--- src/rtl/spi_pkg.sv ---
// Shared types and constants for the two-requester SPI transmit arbiter.
// Holds the frame FSM encoding, default geometry and the round-robin pick rule.
package spi_pkg;

    typedef enum logic [1:0] {
        ST_IDLE  = 2'd0,
        ST_SETUP = 2'd1,
        ST_SHIFT = 2'd2,
        ST_HOLD  = 2'd3
    } spi_state_e;

    localparam int unsigned DEF_DATA_W  = 8;
    localparam int unsigned DEF_CLK_DIV = 4;
    localparam int unsigned DIV_W       = 8;

    localparam logic REQ_SW  = 1'b0;
    localparam logic REQ_BTN = 1'b1;

    // Index of the requester to grant; on a tie the one not granted last wins.
    function automatic logic rr_pick(input logic [1:0] valid, input logic last);
        logic pick;
        if (valid == 2'b11) begin
            pick = ~last;
        end else if (valid[0]) begin
            pick = REQ_SW;
        end else begin
            pick = REQ_BTN;
        end
        return pick;
    endfunction

endpackage

--- src/rtl/spi_shifter.sv ---
// SPI mode-0 serialiser: shared divider, half-period counter, shift register
// and registered sclk/mosi generation, sequenced by the arbiter FSM.
module spi_shifter
    import spi_pkg::*;
#(
    parameter int unsigned DATA_W  = DEF_DATA_W,
    parameter int unsigned CLK_DIV = DEF_CLK_DIV
) (
    input  logic              clk_i,
    input  logic              rst_i,
    input  logic              load_i,
    input  logic [DATA_W-1:0] data_i,
    input  logic              setup_i,
    input  logic              shift_i,
    input  logic              run_i,
    output logic              tick_o,
    output logic              last_o,
    output logic              sclk_o,
    output logic              mosi_o
);

    localparam int unsigned      CNT_W      = $clog2(2 * DATA_W + 1);
    localparam logic [DIV_W-1:0] DIV_RELOAD = DIV_W'(CLK_DIV - 1);
    localparam logic [DIV_W-1:0] DIV_ONE    = DIV_W'(1);
    localparam logic [CNT_W-1:0] CNT_ONE    = CNT_W'(1);
    localparam logic [CNT_W-1:0] LAST_HALF  = CNT_W'(2 * DATA_W - 1);
    localparam logic [CNT_W-1:0] LAST_FALL  = CNT_W'(2 * DATA_W - 2);

    logic [DIV_W-1:0]  div_q, div_d;
    logic [CNT_W-1:0]  bit_cnt_q, bit_cnt_d;
    logic              sclk_q, sclk_d;
    logic [DATA_W-1:0] shreg_q, shreg_d;
    logic              tick_s;
    logic              last_s;

    assign tick_s = run_i && (div_q == {DIV_W{1'b0}});
    assign last_s = shift_i && tick_s && (bit_cnt_q == LAST_HALF);

    // Divider, half-period count, clock level and shift data for the next cycle.
    always_comb begin
        div_d     = div_q;
        bit_cnt_d = bit_cnt_q;
        sclk_d    = sclk_q;
        shreg_d   = shreg_q;
        if (load_i) begin
            div_d     = DIV_RELOAD;
            bit_cnt_d = {CNT_W{1'b0}};
            sclk_d    = 1'b0;
            shreg_d   = data_i;
        end else if (tick_s) begin
            div_d = DIV_RELOAD;
            if (setup_i) begin
                sclk_d = 1'b1;
            end else if (shift_i) begin
                bit_cnt_d = bit_cnt_q + CNT_ONE;
                if (last_s) begin
                    sclk_d  = 1'b0;
                    shreg_d = {DATA_W{1'b0}};
                end else begin
                    sclk_d = ~sclk_q;
                    // Data moves on falling edges only; the last bit stays put through the final low half.
                    if (sclk_q && (bit_cnt_q != LAST_FALL)) begin
                        shreg_d = {shreg_q[DATA_W-2:0], 1'b0};
                    end else begin
                        shreg_d = shreg_q;
                    end
                end
            end else begin
                sclk_d = sclk_q;
            end
        end else if (run_i) begin
            div_d = div_q - DIV_ONE;
        end else begin
            div_d = div_q;
        end
    end

    // Serialiser state registers.
    always_ff @(posedge clk_i or posedge rst_i) begin
        if (rst_i) begin
            div_q     <= {DIV_W{1'b0}};
            bit_cnt_q <= {CNT_W{1'b0}};
            sclk_q    <= 1'b0;
            shreg_q   <= {DATA_W{1'b0}};
        end else begin
            div_q     <= div_d;
            bit_cnt_q <= bit_cnt_d;
            sclk_q    <= sclk_d;
            shreg_q   <= shreg_d;
        end
    end

    assign tick_o = tick_s;
    assign last_o = last_s;
    assign sclk_o = sclk_q;
    assign mosi_o = shreg_q[DATA_W-1];

endmodule

--- src/rtl/spi_tx_arbiter.sv ---
// Round-robin arbiter between two frame requesters feeding one SPI mode-0
// transmitter; owns the frame FSM and chip select, delegates bit timing.
module spi_tx_arbiter
    import spi_pkg::*;
#(
    parameter int unsigned DATA_W  = DEF_DATA_W,
    parameter int unsigned CLK_DIV = DEF_CLK_DIV
) (
    input  logic              sys_clock,
    input  logic              reset,
    input  logic [1:0]        req_valid,
    input  logic [DATA_W-1:0] req_data0,
    input  logic [DATA_W-1:0] req_data1,
    output logic [1:0]        req_ready,
    output logic              spi_sclk,
    output logic              spi_mosi,
    output logic              spi_cs_n,
    output logic              busy,
    output logic              frame_src,
    output logic              frame_done
);

    spi_state_e state_q, state_d;
    logic       en_q;
    logic       last_q, last_d;
    logic       src_q, src_d;
    logic       cs_n_q, cs_n_d;

    logic              grant_s;
    logic              accept_s;
    logic              load_s;
    logic              setup_s;
    logic              shift_s;
    logic              run_s;
    logic              tick_s;
    logic              last_s;
    logic [DATA_W-1:0] load_data_s;

    assign grant_s     = rr_pick(req_valid, last_q);
    assign load_data_s = grant_s ? req_data1 : req_data0;

    // FSM state register; en_q keeps req_ready low until the first cycle after reset release.
    always_ff @(posedge sys_clock or posedge reset) begin
        if (reset) begin
            state_q <= ST_IDLE;
            en_q    <= 1'b0;
        end else begin
            state_q <= state_d;
            en_q    <= 1'b1;
        end
    end

    // FSM next-state logic.
    always_comb begin
        state_d = state_q;
        case (state_q)
            ST_IDLE: begin
                if (accept_s) state_d = ST_SETUP;
                else          state_d = ST_IDLE;
            end
            ST_SETUP: begin
                if (tick_s) state_d = ST_SHIFT;
                else        state_d = ST_SETUP;
            end
            ST_SHIFT: begin
                if (last_s) state_d = ST_HOLD;
                else        state_d = ST_SHIFT;
            end
            ST_HOLD: begin
                if (tick_s) state_d = ST_IDLE;
                else        state_d = ST_HOLD;
            end
            default: state_d = ST_IDLE;
        endcase
    end

    // FSM output decode.
    always_comb begin
        accept_s   = 1'b0;
        req_ready  = 2'b00;
        setup_s    = 1'b0;
        shift_s    = 1'b0;
        run_s      = 1'b0;
        frame_done = 1'b0;
        busy       = 1'b0;
        case (state_q)
            ST_IDLE: begin
                if (en_q && (req_valid != 2'b00)) begin
                    accept_s  = 1'b1;
                    req_ready = grant_s ? 2'b10 : 2'b01;
                    busy      = 1'b1;
                end else begin
                    accept_s  = 1'b0;
                    req_ready = 2'b00;
                    busy      = 1'b0;
                end
            end
            ST_SETUP: begin
                setup_s = 1'b1;
                run_s   = 1'b1;
                busy    = 1'b1;
            end
            ST_SHIFT: begin
                shift_s = 1'b1;
                run_s   = 1'b1;
                busy    = 1'b1;
            end
            ST_HOLD: begin
                run_s      = 1'b1;
                busy       = 1'b1;
                frame_done = tick_s;
            end
            default: begin
                busy = 1'b0;
            end
        endcase
    end

    assign load_s = accept_s;

    // Grant pointer, frame owner and chip select for the next cycle.
    always_comb begin
        last_d = last_q;
        src_d  = src_q;
        cs_n_d = cs_n_q;
        if (load_s) begin
            last_d = grant_s;
            src_d  = grant_s;
            cs_n_d = 1'b0;
        end else if (last_s) begin
            cs_n_d = 1'b1;
        end else begin
            cs_n_d = cs_n_q;
        end
    end

    // Frame bookkeeping registers.
    always_ff @(posedge sys_clock or posedge reset) begin
        if (reset) begin
            last_q <= REQ_BTN;
            src_q  <= REQ_SW;
            cs_n_q <= 1'b1;
        end else begin
            last_q <= last_d;
            src_q  <= src_d;
            cs_n_q <= cs_n_d;
        end
    end

    spi_shifter #(
        .DATA_W  (DATA_W),
        .CLK_DIV (CLK_DIV)
    ) u_shifter (
        .clk_i   (sys_clock),
        .rst_i   (reset),
        .load_i  (load_s),
        .data_i  (load_data_s),
        .setup_i (setup_s),
        .shift_i (shift_s),
        .run_i   (run_s),
        .tick_o  (tick_s),
        .last_o  (last_s),
        .sclk_o  (spi_sclk),
        .mosi_o  (spi_mosi)
    );

    assign spi_cs_n  = cs_n_q;
    assign frame_src = src_q;

endmodule

--- config.mk ---
export PLATFORM = sky130hd
export DESIGN_NAME = spi_tx_arbiter
export DESIGN_NICKNAME = d
export VERILOG_FILES = /design/src/rtl/spi_pkg.sv /design/src/rtl/spi_shifter.sv /design/src/rtl/spi_tx_arbiter.sv
export SDC_FILE = /design/constraint.sdc
export NUM_CORES = 1
export LEC_CHECK = 0
export CAP_MARGIN = 25
export CELL_PAD_IN_SITES_DETAIL_PLACEMENT = 0
export CELL_PAD_IN_SITES_GLOBAL_PLACEMENT = 2
export CORE_ASPECT_RATIO = 1.75
export CORE_MARGIN = 5
export CORE_UTILIZATION = 37
export DETAILED_ROUTE_END_ITERATION = 16
export MAX_ROUTING_LAYER = met4
export PLACE_DENSITY_LB_ADDON = 0.1
export SYNTH_ARGS = -nofsm -noshare
export SYNTH_HDL_FRONTEND = slang
export SYNTH_HIERARCHICAL = 1
export SYNTH_SLANG_ARGS = --single-unit
export TNS_END_PERCENT = 10
--- constraint.sdc ---
create_clock -name sys_clock -period 6.6 [get_ports sys_clock]
set_input_delay 1.32 -clock sys_clock [delete_from_list [all_inputs] [get_ports sys_clock]]
set_output_delay 1.32 -clock sys_clock [all_outputs]
set_load 0.01 [all_outputs]
==> Yosys cells after proc, flatten, opt, wreduce, memory -nomap -nowiden <==
Cells that the tools add are included.
{ "op_classes": {"n_mux": 38, "bitwise_logic": 2, "eq_ne": 7, "addsub": 2, "n_reduce_logical": 18} }
{ "ops": {"columns": ["cell", "n"], "rows": [
  ["$mux 8", 10],
  ["$mux 5", 4],
  ["$mux 1", 17],
  ["$mux 2", 5],
  ["$reduce_bool 3->1", 3],
  ["$logic_not 8->1", 1],
  ["$pmux 2 s4", 1],
  ["$reduce_bool 2->1", 4],
  ["$sub 8x1->8 const B", 1],
  ["$eq 2x2->1 const B", 3],
  ["$add 5x1->5 const B", 1],
  ["$eq 5x4->1 const B", 1],
  ["$logic_and 1x1->1", 5],
  ["$ne 5x4->1 const B", 1],
  ["$reduce_and 4->1", 1],
  ["$reduce_and 3->1", 1],
  ["$reduce_or 3->1", 1],
  ["$eq 2x1->1 const B", 1],
  ["$logic_not 2->1", 1],
  ["$ne 2x2->1 const B", 1],
  ["$not 1->1", 2],
  ["$pmux 1 s2", 1],
  ["$reduce_and 2->1", 1]
]} }
{ "word_totals": {"inputBits": 20, "word_cells": 76, "ff_bits": 28, "out_inout_bits": 8} }

==> Logic depth before layout (Yosys ltp) <==
Gate-level depths: netlist (run 1).
{ "logic_depth": {"depth_word": 11, "ltp_mapped": 7, "mapped_depth_nobuf": 7} }

==> Modules after synthesis <==
Netlist (run 1), hierarchy kept.
{ "modules_own_cells": {"columns": ["module", "area_per_inst_um2", "seq_area_each_um2", "cells_per_inst", "instances"], "rows": [
  ["spi_shifter", 1189.9, 550.5, 111, 1],
  ["spi_tx_arbiter", 447.9, 152.6, 36, 1]
]} }

==> Worst setup path before layout (run 1) <==
Ideal clock, no wire load.
{ "synth_timing": {"kind": "input-to-output", "from": "input port req_valid[1]", "to": "output port req_ready[1]", "n_path_buf": 1, "path_slack_ps": 3446, "cell_stages": 4, "arrival_time_ps": 1834, "required_time_ps": 5280, "path_cell_list": "inv_2 -> o21ai_2 -> buf_6 -> and2_2"} }
{ "synth_via": {"elab_chain_len": 5, "elab_cells_between_ends": 7, "classes_between": "eq/ne (1); mux (4); reduce/logical (2)"} }
{ "synth_lines": {"columns": ["element", "line", "source"], "rows": [
  ["from (decl)", "spi_tx_arbiter.sv:11", "input logic [1:0] req_valid,"],
  ["$eq 2x2->1", "spi_pkg.sv:22", "if (valid == 2'b11) begin"],
  ["$mux 1", "spi_pkg.sv:22", null],
  ["$mux 2", "spi_tx_arbiter.sv:90", "req_ready = grant_s ? 2'b10 : 2'b01;"],
  ["$mux 2 *", "spi_tx_arbiter.sv:88", "if (en_q && (req_valid != 2'b00)) begin"],
  ["$mux 2 *", "spi_tx_arbiter.sv:86", "case (state_q)"],
  ["to (decl)", "spi_tx_arbiter.sv:14", "output logic [1:0] req_ready,"]
]} }
Every way passes the cells marked *; elsewhere a longest branch is shown, timed or not.

==> Worst setup path in the final report (run 1) <==
Same ends and word-level chain as after synthesis.

==> results of run 1 <==
-- cell type report --
cell class | instances | area (µm²)
Fill cell | 422 | 2340
Multi-Input combinational cell | 104 | 870
Sequential cell | 28 | 703
Timing Repair Buffer | 28 | 298
Tap cell | 51 | 63.8
Clock buffer | 4 | 55.1
Inverter | 10 | 37.5
-- cells in the mapped netlist, drive strengths merged (2+ instances only) --
| cell type | n | share of area |
|---|---|---|
| dfstp | 2 | 0.032 |
| a22o | 7 | 0.037 |
| mux2 | 17 | 0.14 |
| nand2 | 4 | 0.0092 |
| dfrtp | 26 | 0.40 |
| nand2b | 2 | 0.0076 |
| and3 | 4 | 0.016 |
| or2 | 2 | 0.0092 |
| clkbuf | 3 | 0.0069 |
| nor2 | 17 | 0.049 |
| xnor2 | 4 | 0.021 |
| nand3b | 2 | 0.0092 |
| a21bo | 2 | 0.012 |
| buf | 2 | 0.0099 |
| ha | 4 | 0.031 |
| xor2 | 3 | 0.016 |
| a21oi | 3 | 0.0092 |
| nor3 | 5 | 0.015 |
| inv | 10 | 0.023 |
| o21ai | 7 | 0.031 |
| nor4 | 2 | 0.017 |
| a211oi | 2 | 0.0092 |
-- per-layer routing --
metal,up-vias,part of all wire
li1,571,-
met1,573,0.42
met2,25,0.54
met3,8,0.026
met4,0,0.020
met5,-,0
-- sequential cells by signal (all words and copies together), names as in the netlist --
register,count
u_shifter/shreg_q,8
u_shifter/div_q,8
frame_src,1
spi_cs_n,1
last_q,1
en_q,1
u_shifter/sclk_o,1
u_shifter/bit_cnt_q,5
state_q,2
-- power by group --
| part | switching [W] | internal, W | leakage [nW] |
|---|---|---|---|
| sequential | 0.0000606 | 0.000241 | 0.351 |
| combinational | 0.000135 | 0.000162 | 0.517 |
| clock | 0.0000545 | 0.0000535 | 0.0288 |
-- final timing paths --
kind	from	to	slack, ns	cells after the start
setup / recovery	req_valid[1]	req_ready[1]	2.07	5
hold / removal	spi_cs_n$_DFFE_PP1P_	spi_cs_n$_DFFE_PP1P_	0.50	2
max in group asynchronous	reset	u_shifter/bit_cnt_q[3]$_DFFE_PP0P_	4.93	3
setup reg to reg	state_q[0]$_DFF_PP0_	u_shifter/shreg_q[1]$_DFFE_PP0P_	4.11	5
hold reg to reg	spi_cs_n$_DFFE_PP1P_	spi_cs_n$_DFFE_PP1P_	0.50	2
min in group asynchronous	reset	en_q$_DFF_PP0_	1.28	2
-- worst max-delay path, cell delays in order --
cell             delay (ns)
clkdlybuf4s50_1        0.54
inv_2                  0.05
o21ai_2                0.52
and2_2                 0.25
clkdlybuf4s50_1        0.52
-- metrics by stage --
stage | worst slack [ns] | cells
after detailed placement | 2.04 | 220
final | 2.07 | 225
after global placement | 2.06 | 220
after CTS | 2.04 | 224
after floorplan | 3.45 | 147
after global routing | 1.96 | 225
-- cells by family after synthesis --
family	Yosys count
other cells	1
mux	18
simple gates	47
xor+xnor	7
flops	28
fa+ha+maj	4
compound gates	27
buf+inv	15
==> summary.md, run 1 <==
| Metric | Value |
|---|---|
| Fmax | `~220 MHz` |
| Clock Latency Late Sink | `roughly 0.28 ns` |
| RSZ-0062 raised after global routing | `no` |
| CTS Hold Buffers Added | `0` |
| Top FF cell, synth | `dfrtp_1` |
| Peak supply drop | `160 µV` |
| First-pass GRT wire length | `between 5000 and 6000 µm` |
| Setup TNS Final | `0 ns` |
| Largest family of logic cells by synthesized area | `simple AND/OR/NAND/NOR gates` |
| Final WL | `around 3400 µm` |
| Post-DP HPWL | `roughly 2500 µm` |
| Synth cell types | `a little under 50` |
| Multiplexer area fraction after synthesis | `0.141` |
| Cells after synthesis | `~150` |
| Warnings from Yosys | `6` |
| Post-synthesis xor/xnor area fraction | `0.0374` |
| Wire per inst | `between 10 and 15 µm` |
| CORE AREA | `approximately 0.0044 mm²` |
| Horiz. Die Dim | `around 60 µm` |
| Gr busiest metal | `met2` |
| Vias in the first global route | `approximately 1300` |
| Grt met2 use | `0.219` |
| DRC Markers | `0` |
| All-Layer GR Usage | `0.131` |
| Post-synthesis register bit count | `28` |
| Port bufs | `27` |
| Startpoint Class | `primary input` |
| Seq/Total Area, Yosys | `0.429` |
| Clock skew | `0.00220 ns` |
| EDFF count, synth | `0` |
| CP endpoint kind | `primary output` |
| Antenna violation net count after detailed routing | `0` |
| Share of layout cells above drive strength 1 | `0.213` |
| Synth Area in Compound Gates | `0.140` |
| CTS Sinks | `28` |
| PostCTS Resize Cnt | `0` |
| Die area | `0.00591 mm²` |
| Diode count | `0` |
| Leading cell type in the layout, fill and taps excluded | `clkdlybuf4s50_1` |
| # H-tree levels | `1` |
| Final Hold Vio Count | `0` |
| Clock root buffer | `clkbuf_8` |
| Endpoints failing setup | `0` |
| CP max FO | `12` |
| Post-Synthesis Net Count | `roughly 170` |
| Power Dens Cells | `about 350 mW/mm²` |
| Global routing usage on met3 | `0.0185` |
| GPL Wtd Cong | `0.756` |
| Initial antenna violation count | `0` |
| Final Hold Slack | `0.498 ns` |
| Post-Synthesis Cell Area | `0.00164 mm²` |
| Max-Cap Viols | `0` |
| Vias | `between 1000 and 1500` |
| Final #Nets | `199` |
| Cell area after layout | `0.00203 mm²` |
| Initial cell density of the core | `0.375` |
| Post-CTS Setup Inserts | `0` |
| Max clock buf depth | `2` |
| Layout Utilization | `0.464` |
| Max Slew Vio Count | `0` |
| Period utilization | `0.686` |
| Adder-cell share of the synthesized area | `0.0306` |
| Leakage | `about 0.90 nW` |
| Total power draw | `0.000707 W` |
| DRT Pass-1 Iters | `4` |
| Asr flop ratio synth | `1.00` |
| # rows | `32` |
| Chip Height | `98.0 µm` |
| Worst EP required | `around 5.3 ns` |
| Worst min-delay path class | `reg -> reg` |
| CP Data Arrival Time | `around 3.2 ns` |
| Slew margin rel. | `0.393` |
| Number of CTS-inserted buffers | `3` |
| Area grow syn2layout | `23.8%` |
| Reg clk slew, reported paths | `~0.10 ns` |
| Syn_area_per_cell | `between 10 and 15 µm²` |
| Post-synthesis simple-gate area fraction | `0.180` |
| TritonCTS clock tree | `done` |
| DR iter-0 viols | `45` |
| Final min period | `about 4.5 ns` |
| Top Ports | `28` |
| Grt total ovfl | `0` |
| Largest net degree at the start of global routing | `30` |
| Critical path class | `in -> out` |
| Slew @ Worst Pin | `0.898 ns` |
| DP Area | `around 0.0019 mm²` |
| Vias per cell | `~5.2` |
| Most frequent cells in the layout | `clkdlybuf4s50_1 (27), dfrtp_1 (26), nor2_1 (16)` |
| Status | `completed` |
| Grt met1 use | `0.151` |
Note: power is estimated with default switching activity, not from simulation.
==> inputs of run 2 (changes only) <==
--- a/config.mk
+++ b/config.mk
@@ -10,7 +10,7 @@
 export CELL_PAD_IN_SITES_GLOBAL_PLACEMENT = 2
 export CORE_ASPECT_RATIO = 1.75
 export CORE_MARGIN = 5
-export CORE_UTILIZATION = 37
+export CORE_UTILIZATION = 31
 export DETAILED_ROUTE_END_ITERATION = 16
 export MAX_ROUTING_LAYER = met4
 export PLACE_DENSITY_LB_ADDON = 0.1
==> constraint.sdc (replaced) <==
create_clock -name sys_clock -period 3.9 [get_ports sys_clock]
set_input_delay 0.78 -clock sys_clock [delete_from_list [all_inputs] [get_ports sys_clock]]
set_output_delay 0.78 -clock sys_clock [all_outputs]
set_load 0.01 [all_outputs]
==> run 2 against run 1 <==
Effect of this change:
- clock skew increased by 0.0052 ns
- routed wire length increased by 3.0%
- cell count grew 2.7%
- register-to-register slack worse by 2.6 ns
- worst setup slack got worse by 1.4 ns
- utilization fell by 7.7 points
- sequential power is 68% higher
- global-route usage shrank 1.9 points
- count of clock-buffer cells in the layout unchanged
- sequential cell count unchanged
- largest power group unchanged
==> summary.md, run 2 (same netlist as run 1, synthesis figures left out) <==
| Metric | Value |
|---|---|
| Status | `completed (unchanged)` |
| Post-DP HPWL | `2560 µm (was 2530 µm)` |
| Fillers | `512 (was 422)` |
| FF-to-FF Start | `u_shifter/div_q[4]$_DFFE_PP0P_ (was state_q[0]$_DFF_PP0_)` |
| Endpoints failing setup | `0 (unchanged)` |
| Max incr delay on CP | `0.59 ns (was 0.54 ns)` |
| Diode count | `0 (unchanged)` |
| Worst EP required | `3.12 ns (was 5.28 ns)` |
| Wire per inst | `15.0 µm (about the same)` |
| DP Area | `0.00197 mm² (was 0.00194 mm²)` |
| PostCTS Resize Cnt | `0 (unchanged)` |
| # H-tree levels | `1 (unchanged)` |
| CP endpoint kind | `primary output (unchanged)` |
| Max Slew Vio Count | `0 (unchanged)` |
| Clock Latency Late Sink | `0.28 ns (about the same)` |
| Final Hold Slack | `0.494 ns (was 0.498 ns)` |
| Leakage | `0.892 nW (was 0.896 nW)` |
| Setup WS pre-CTS | `0.856 ns (was 2.04 ns)` |
| GPL Wtd Cong | `0.719 (was 0.756)` |
| Area occupied by registers | `703 µm² (unchanged)` |
| Critical path class | `reg -> out (was in -> out)` |
| Clock root buffer | `clkbuf_8 (unchanged)` |
| DR iter-0 viols | `21 (was 45)` |
| Post-CTS Setup Inserts | `0 (unchanged)` |
| CP max stage cell | `or4_4 (was clkdlybuf4s50_1)` |
| Multi-input combinational cell area | `870 µm² (unchanged)` |
| Vias | `1168 (was 1177)` |
| CTS Sinks | `28 (unchanged)` |
| Slew margin rel. | `0.394 (was 0.393)` |
| Worst Setup Slack, final | `0.679 ns (was 2.07 ns)` |
| Final #Nets | `201 (was 199)` |
| Hold Crit Endpoint | `spi_cs_n$_DFFE_PP1P_ (unchanged)` |
| First-pass GRT wire length | `6000 µm (was 5790 µm)` |
| R2R Setup Slk | `1.50 ns (was 4.11 ns)` |
| Reg2Reg Depth | `4 (was 5)` |
| Critical Path Source | `u_shifter/div_q[4]$_DFFE_PP0P_ (was req_valid[1])` |
| Top Ports | `28 (unchanged)` |
| Max clock buf depth | `2 (unchanged)` |
| All-Layer GR Usage | `0.112 (was 0.131)` |
| Die area | `0.00689 mm² (was 0.00591 mm²)` |
| Final WL | `3470 µm (was 3370 µm)` |
| Max-Cap Viols | `0 (unchanged)` |
| Grt total ovfl | `0 (unchanged)` |
| Power Dens Cells | `584 mW/mm² (was 349 mW/mm²)` |
| Regs by FF count | `u_shifter/div_q (8), u_shifter/shreg_q (8), u_shifter/bit_cnt_q (5) (unchanged)` |
| TritonCTS clock tree | `done (unchanged)` |
| RSZ-0062 raised after global routing | `no (unchanged)` |
| Reg clk slew, reported paths | `0.10 ns (about the same)` |
| Peak supply drop | `160 µV (about the same)` |
| Critical Path, Cell by Cell | `or4_4 -> nor2_1 -> and3_2 -> clkdlybuf4s50_1 (was clkdlybuf4s50_1 -> inv_2 -> o21ai_2 -> and2_2 -> clkdlybuf4s50_1)` |
| Port bufs | `27 (unchanged)` |
| DRC Markers | `0 (unchanged)` |
| Vias in the first global route | `1259 (was 1292)` |
| Setup TNS Final | `0 ns (unchanged)` |
| Worst Hold Launch | `spi_cs_n$_DFFE_PP1P_ (unchanged)` |
| Chip Height | `106 µm (was 98.0 µm)` |
| Largest net degree at the start of global routing | `29 (was 30)` |
| Initial antenna violation count | `0 (unchanged)` |
| CP Data Arrival Time | `2.44 ns (was 3.21 ns)` |
| Initial cell density of the core | `0.314 (was 0.375)` |
| Final Hold Vio Count | `0 (unchanged)` |
| # rows | `35 (was 32)` |
| CORE AREA | `0.00521 mm² (was 0.00436 mm²)` |
| Area grow syn2layout | `23.1% (was 23.8%)` |
| CP max FO | `7 (was 12)` |
| Startpoint Class | `flop (was primary input)` |
| Most frequent cells in the layout | `clkdlybuf4s50_1 (27), dfrtp_1 (26), nor2_1 (16) (unchanged)` |
| Number of CTS-inserted buffers | `3 (unchanged)` |
| Worst min-delay path class | `reg -> reg (unchanged)` |
| Layout Utilization | `0.387 (was 0.464)` |
| Final min period | `approximately 3.2 ns` |
| Horiz. Die Dim | `64.9 µm (was 60.3 µm)` |
| Cell area after layout | `0.00202 mm² (was 0.00203 mm²)` |
| Slew @ Worst Pin | `0.908 ns (was 0.898 ns)` |
| Clock skew | `0.00737 ns (was 0.00220 ns)` |
| CTS Hold Buffers Added | `0 (unchanged)` |
| Vias per cell | `5.06 (was 5.23)` |
| Hold depth | `2 (unchanged)` |
| DRT Pass-1 Iters | `5 (was 4)` |
| Share of layout cells above drive strength 1 | `0.216 (was 0.213)` |
| Fmax | `around 310 MHz` |
| Worst r2r dst | `u_shifter/shreg_q[5]$_DFFE_PP0P_ (was u_shifter/shreg_q[1]$_DFFE_PP0P_)` |
| Period utilization | `0.826` |
| Leading cell type in the layout, fill and taps excluded | `clkdlybuf4s50_1 (unchanged)` |
| Antenna violation net count after detailed routing | `0 (unchanged)` |
run 2: cell count changes in the layout (fill, tap and decap cells not counted), sizes merged:
cell  change
buf       +2
run 2: worst max path at each step:
stage	to	slack, ns	depth (start not counted)
floorplan	u_shifter/shreg_q[3]$_DFFE_PP0P_	1.53	6
global placement	req_ready[1]	0.87	5
detailed placement	req_ready[1]	0.86	5
CTS	frame_done	0.66	4
global route	frame_done	0.55	4
finish	frame_done	0.68	4
run 2: final cells by class:
type,count,area share
Multi-Input combinational cell,104,0.431
Sequential cell,28,0.349
Timing Repair Buffer,30,0.145
Tap cell,55,0.0341
Clock buffer,4,0.0223
Inverter,10,0.0186
run 2: stage by stage:
step / total power [W] / std cells
after floorplan: 0.000878 / 147
after global placement: 0.00102 / 227
after detailed placement: 0.00102 / 227
final: 0.00118 / 231
after CTS: 0.00120 / 231
after global routing: 0.00128 / 231
run 2: per-layer routing:
metal,track usage,wire length [µm],up-vias,share of wire
met3,0.0159,95,4,0.027
met5,-,0,-,0
li1,-,-,575,-
met1,0.141,1580,569,0.45
met4,0.0408,51,0,0.015
met2,0.180,1750,20,0.50
run 2: critical path: cells and delay by family, from the launching register on:
| family | cells | cell delay [ns] |
|---|---|---|
| flip-flops | 1 | 0.44 |
| AND/OR/NAND/NOR | 3 | 1.19 |
| buffers and inverters | 1 | 0.53 |
run 2: power breakdown:
group          total, W  switching (W)  leakage [nW]  internal [W]
sequential     0.000506      0.0000981         0.351      0.000408
clock          0.000166      0.0000931        0.0228     0.0000734
combinational  0.000505       0.000228         0.518      0.000277
total           0.00118       0.000420         0.892      0.000758
==> inputs of run 3 (changes only) <==
--- a/config.mk
+++ b/config.mk
@@ -10,7 +10,7 @@
 export CELL_PAD_IN_SITES_GLOBAL_PLACEMENT = 2
 export CORE_ASPECT_RATIO = 1.75
 export CORE_MARGIN = 5
-export CORE_UTILIZATION = 31
+export CORE_UTILIZATION = 34
 export DETAILED_ROUTE_END_ITERATION = 16
 export MAX_ROUTING_LAYER = met4
 export PLACE_DENSITY_LB_ADDON = 0.1
==> constraint.sdc (replaced) <==
create_clock -name sys_clock -period 3.1 [get_ports sys_clock]
set_input_delay 0.62 -clock sys_clock [delete_from_list [all_inputs] [get_ports sys_clock]]
set_output_delay 0.62 -clock sys_clock [all_outputs]
set_load 0.01 [all_outputs]
==> run 3 against run 2 <==
Effect of this change:
- total power up 27%
- non-clock buffer count increased by 3
- highest routed layer unchanged
- global-route usage rose by 0.23 points
- die area fell by 7.8%
- via count grew 2.5%
- largest cell class unchanged
- largest power group is now combinational cells
- sequential power is 26% higher
==> summary.md, run 3 (same netlist as run 1, synthesis figures left out) <==
| Metric | Value |
|---|---|
| Power Dens Cells | `733 mW/mm² (was 584 mW/mm²)` |
| Endpoints failing setup | `0 (unchanged)` |
| Layout Utilization | `0.436 (was 0.387)` |
| Post-DP HPWL | `2570 µm (was 2560 µm)` |
| Total power draw | `0.00149 W (was 0.00118 W)` |
| Worst min-delay path class | `reg -> reg (unchanged)` |
| PostCTS Resize Cnt | `0 (unchanged)` |
| Worst Setup Slack, final | `0.292 ns (was 0.679 ns)` |
| Final Hold Vio Count | `0 (unchanged)` |
| DRT Pass-1 Iters | `4 (was 5)` |
| Largest net degree at the start of global routing | `23 (was 29)` |
| # H-tree levels | `1 (unchanged)` |
| Wire per inst | `14.5 µm (was 15.0 µm)` |
| Period utilization | `0.906` |
| Max Slew Vio Count | `0 (unchanged)` |
| Initial cell density of the core | `0.351 (was 0.314)` |
| Clock Latency Late Sink | `0.28 ns (about the same)` |
| Horiz. Die Dim | `62.5 µm (was 64.9 µm)` |
| Fmax | `356 MHz` |
| RSZ-0062 raised after global routing | `no (unchanged)` |
| Area occupied by registers | `703 µm² (unchanged)` |
| Worst EP required | `2.48 ns (was 3.12 ns)` |
| Number of CTS-inserted buffers | `3 (unchanged)` |
| Vias in the first global route | `1254 (was 1259)` |
| CP max FO | `5 (was 7)` |
| Post-CTS Setup Inserts | `0 (unchanged)` |
| Peak supply drop | `356 µV (was 160 µV)` |
| Top Ports | `28 (unchanged)` |
| TritonCTS clock tree | `done (unchanged)` |
| Initial antenna violation count | `0 (unchanged)` |
| Chip Height | `102 µm (was 106 µm)` |
| GPL Wtd Cong | `0.728 (was 0.719)` |
| Setup WS pre-CTS | `0.317 ns (was 0.856 ns)` |
| Final min period | `2.81 ns` |
| Slew @ Worst Pin | `0.934 ns (was 0.908 ns)` |
| Vias | `1197 (was 1168)` |
| Final #Nets | `204 (was 201)` |
| Die area | `0.00636 mm² (was 0.00689 mm²)` |
| Area grow syn2layout | `24.3% (was 23.1%)` |
| Slew margin rel. | `0.376 (was 0.394)` |
| CP endpoint kind | `primary output (unchanged)` |
| Leading cell type in the layout, fill and taps excluded | `clkdlybuf4s50_1 (unchanged)` |
| DRC Markers | `0 (unchanged)` |
| Final WL | `3340 µm (was 3470 µm)` |
| Max-Cap Viols | `0 (unchanged)` |
| Regs by FF count | `u_shifter/div_q (8), u_shifter/shreg_q (8), u_shifter/bit_cnt_q (5) (unchanged)` |
| Vias per cell | `5.18 (was 5.06)` |
| Startpoint Class | `flop (unchanged)` |
| Critical path class | `reg -> out (unchanged)` |
| CORE AREA | `0.00467 mm² (was 0.00521 mm²)` |
| Multi-input combinational cell area | `870 µm² (unchanged)` |
| Reg clk slew, reported paths | `0.10 ns (about the same)` |
| Most frequent cells in the layout | `clkdlybuf4s50_1 (27), dfrtp_1 (26), nor2_1 (16) (unchanged)` |
| Grt total ovfl | `0 (unchanged)` |
| DR iter-0 viols | `44 (was 21)` |
| CTS Sinks | `28 (unchanged)` |
| Antenna violation net count after detailed routing | `0 (unchanged)` |
| All-Layer GR Usage | `0.114 (was 0.112)` |
| Setup TNS Final | `0 ns (unchanged)` |
| Clock skew | `0.00911 ns (was 0.00737 ns)` |
| Max clock buf depth | `2 (unchanged)` |
| Clock root buffer | `clkbuf_8 (unchanged)` |
| Status | `completed (unchanged)` |
| Fillers | `452 (was 512)` |
| Diode count | `0 (unchanged)` |
| CP Data Arrival Time | `2.19 ns (was 2.44 ns)` |
| Share of layout cells above drive strength 1 | `0.229 (was 0.216)` |
| First-pass GRT wire length | `5790 µm (was 6000 µm)` |
| Leakage | `0.908 nW (was 0.892 nW)` |
| Port bufs | `27 (unchanged)` |
| CTS Hold Buffers Added | `0 (unchanged)` |
| # rows | `33 (was 35)` |
-- run 3: cell count changes in the layout (fill, tap and decap cells not counted), sizes merged --
cell / previous run / this run
buf: 3 / 6
-- run 3: worst max-delay path: stages, from the launching register on --
cell	delay, ns
dfrtp_1	0.44
or4_4	0.59
nor2_1	0.17
and3_2	0.19
clkdlybuf4s50_1	0.53
-- run 3: worst paths after layout --
kind,start,to,slack [ns],cells past startpoint
setup / recovery,u_shifter/div_q[4]$_DFFE_PP0P_,frame_done,0.29,4
hold / removal,spi_cs_n$_DFFE_PP1P_,spi_cs_n$_DFFE_PP1P_,0.49,2
setup reg to reg,u_shifter/div_q[4]$_DFFE_PP0P_,u_shifter/shreg_q[6]$_DFFE_PP0P_,0.86,5
hold reg to reg,spi_cs_n$_DFFE_PP1P_,spi_cs_n$_DFFE_PP1P_,0.49,2
max in group asynchronous,reset,u_shifter/div_q[1]$_DFFE_PP0P_,1.64,2
min in group asynchronous,reset,en_q$_DFF_PP0_,0.59,2
-- run 3: power breakdown --
group,switching [W],total [W],internal [W]
logic,0.000290,0.000643,0.000353
registers,0.000127,0.000640,0.000513
clock network,0.000117,0.000209,0.0000922
-- run 3: final cells by class --
type,count,share of cell area
Multi-Input combinational cell,104,0.427
Sequential cell,28,0.345
Timing Repair Buffer,33,0.155
Tap cell,52,0.0320
Clock buffer,4,0.0221
Inverter,10,0.0184
-- run 3: metal layers --
layer | share of wire | track usage | vias to the layer above
li1 | - | - | 582
met1 | 0.42 | 0.130 | 592
met2 | 0.54 | 0.201 | 21
met3 | 0.034 | 0.0187 | 2
met4 | 0.0090 | 0.0392 | 0
met5 | 0 | - | -
-- run 3: per-stage QoR --
step	hold slack (ns)	instances	instance area [µm²]
after floorplan	0.410	147	1640
after global placement	0.478	227	1990
after detailed placement	0.476	227	1990
after CTS	0.492	231	2040
after global routing	0.514	231	2040
final	0.489	231	2040
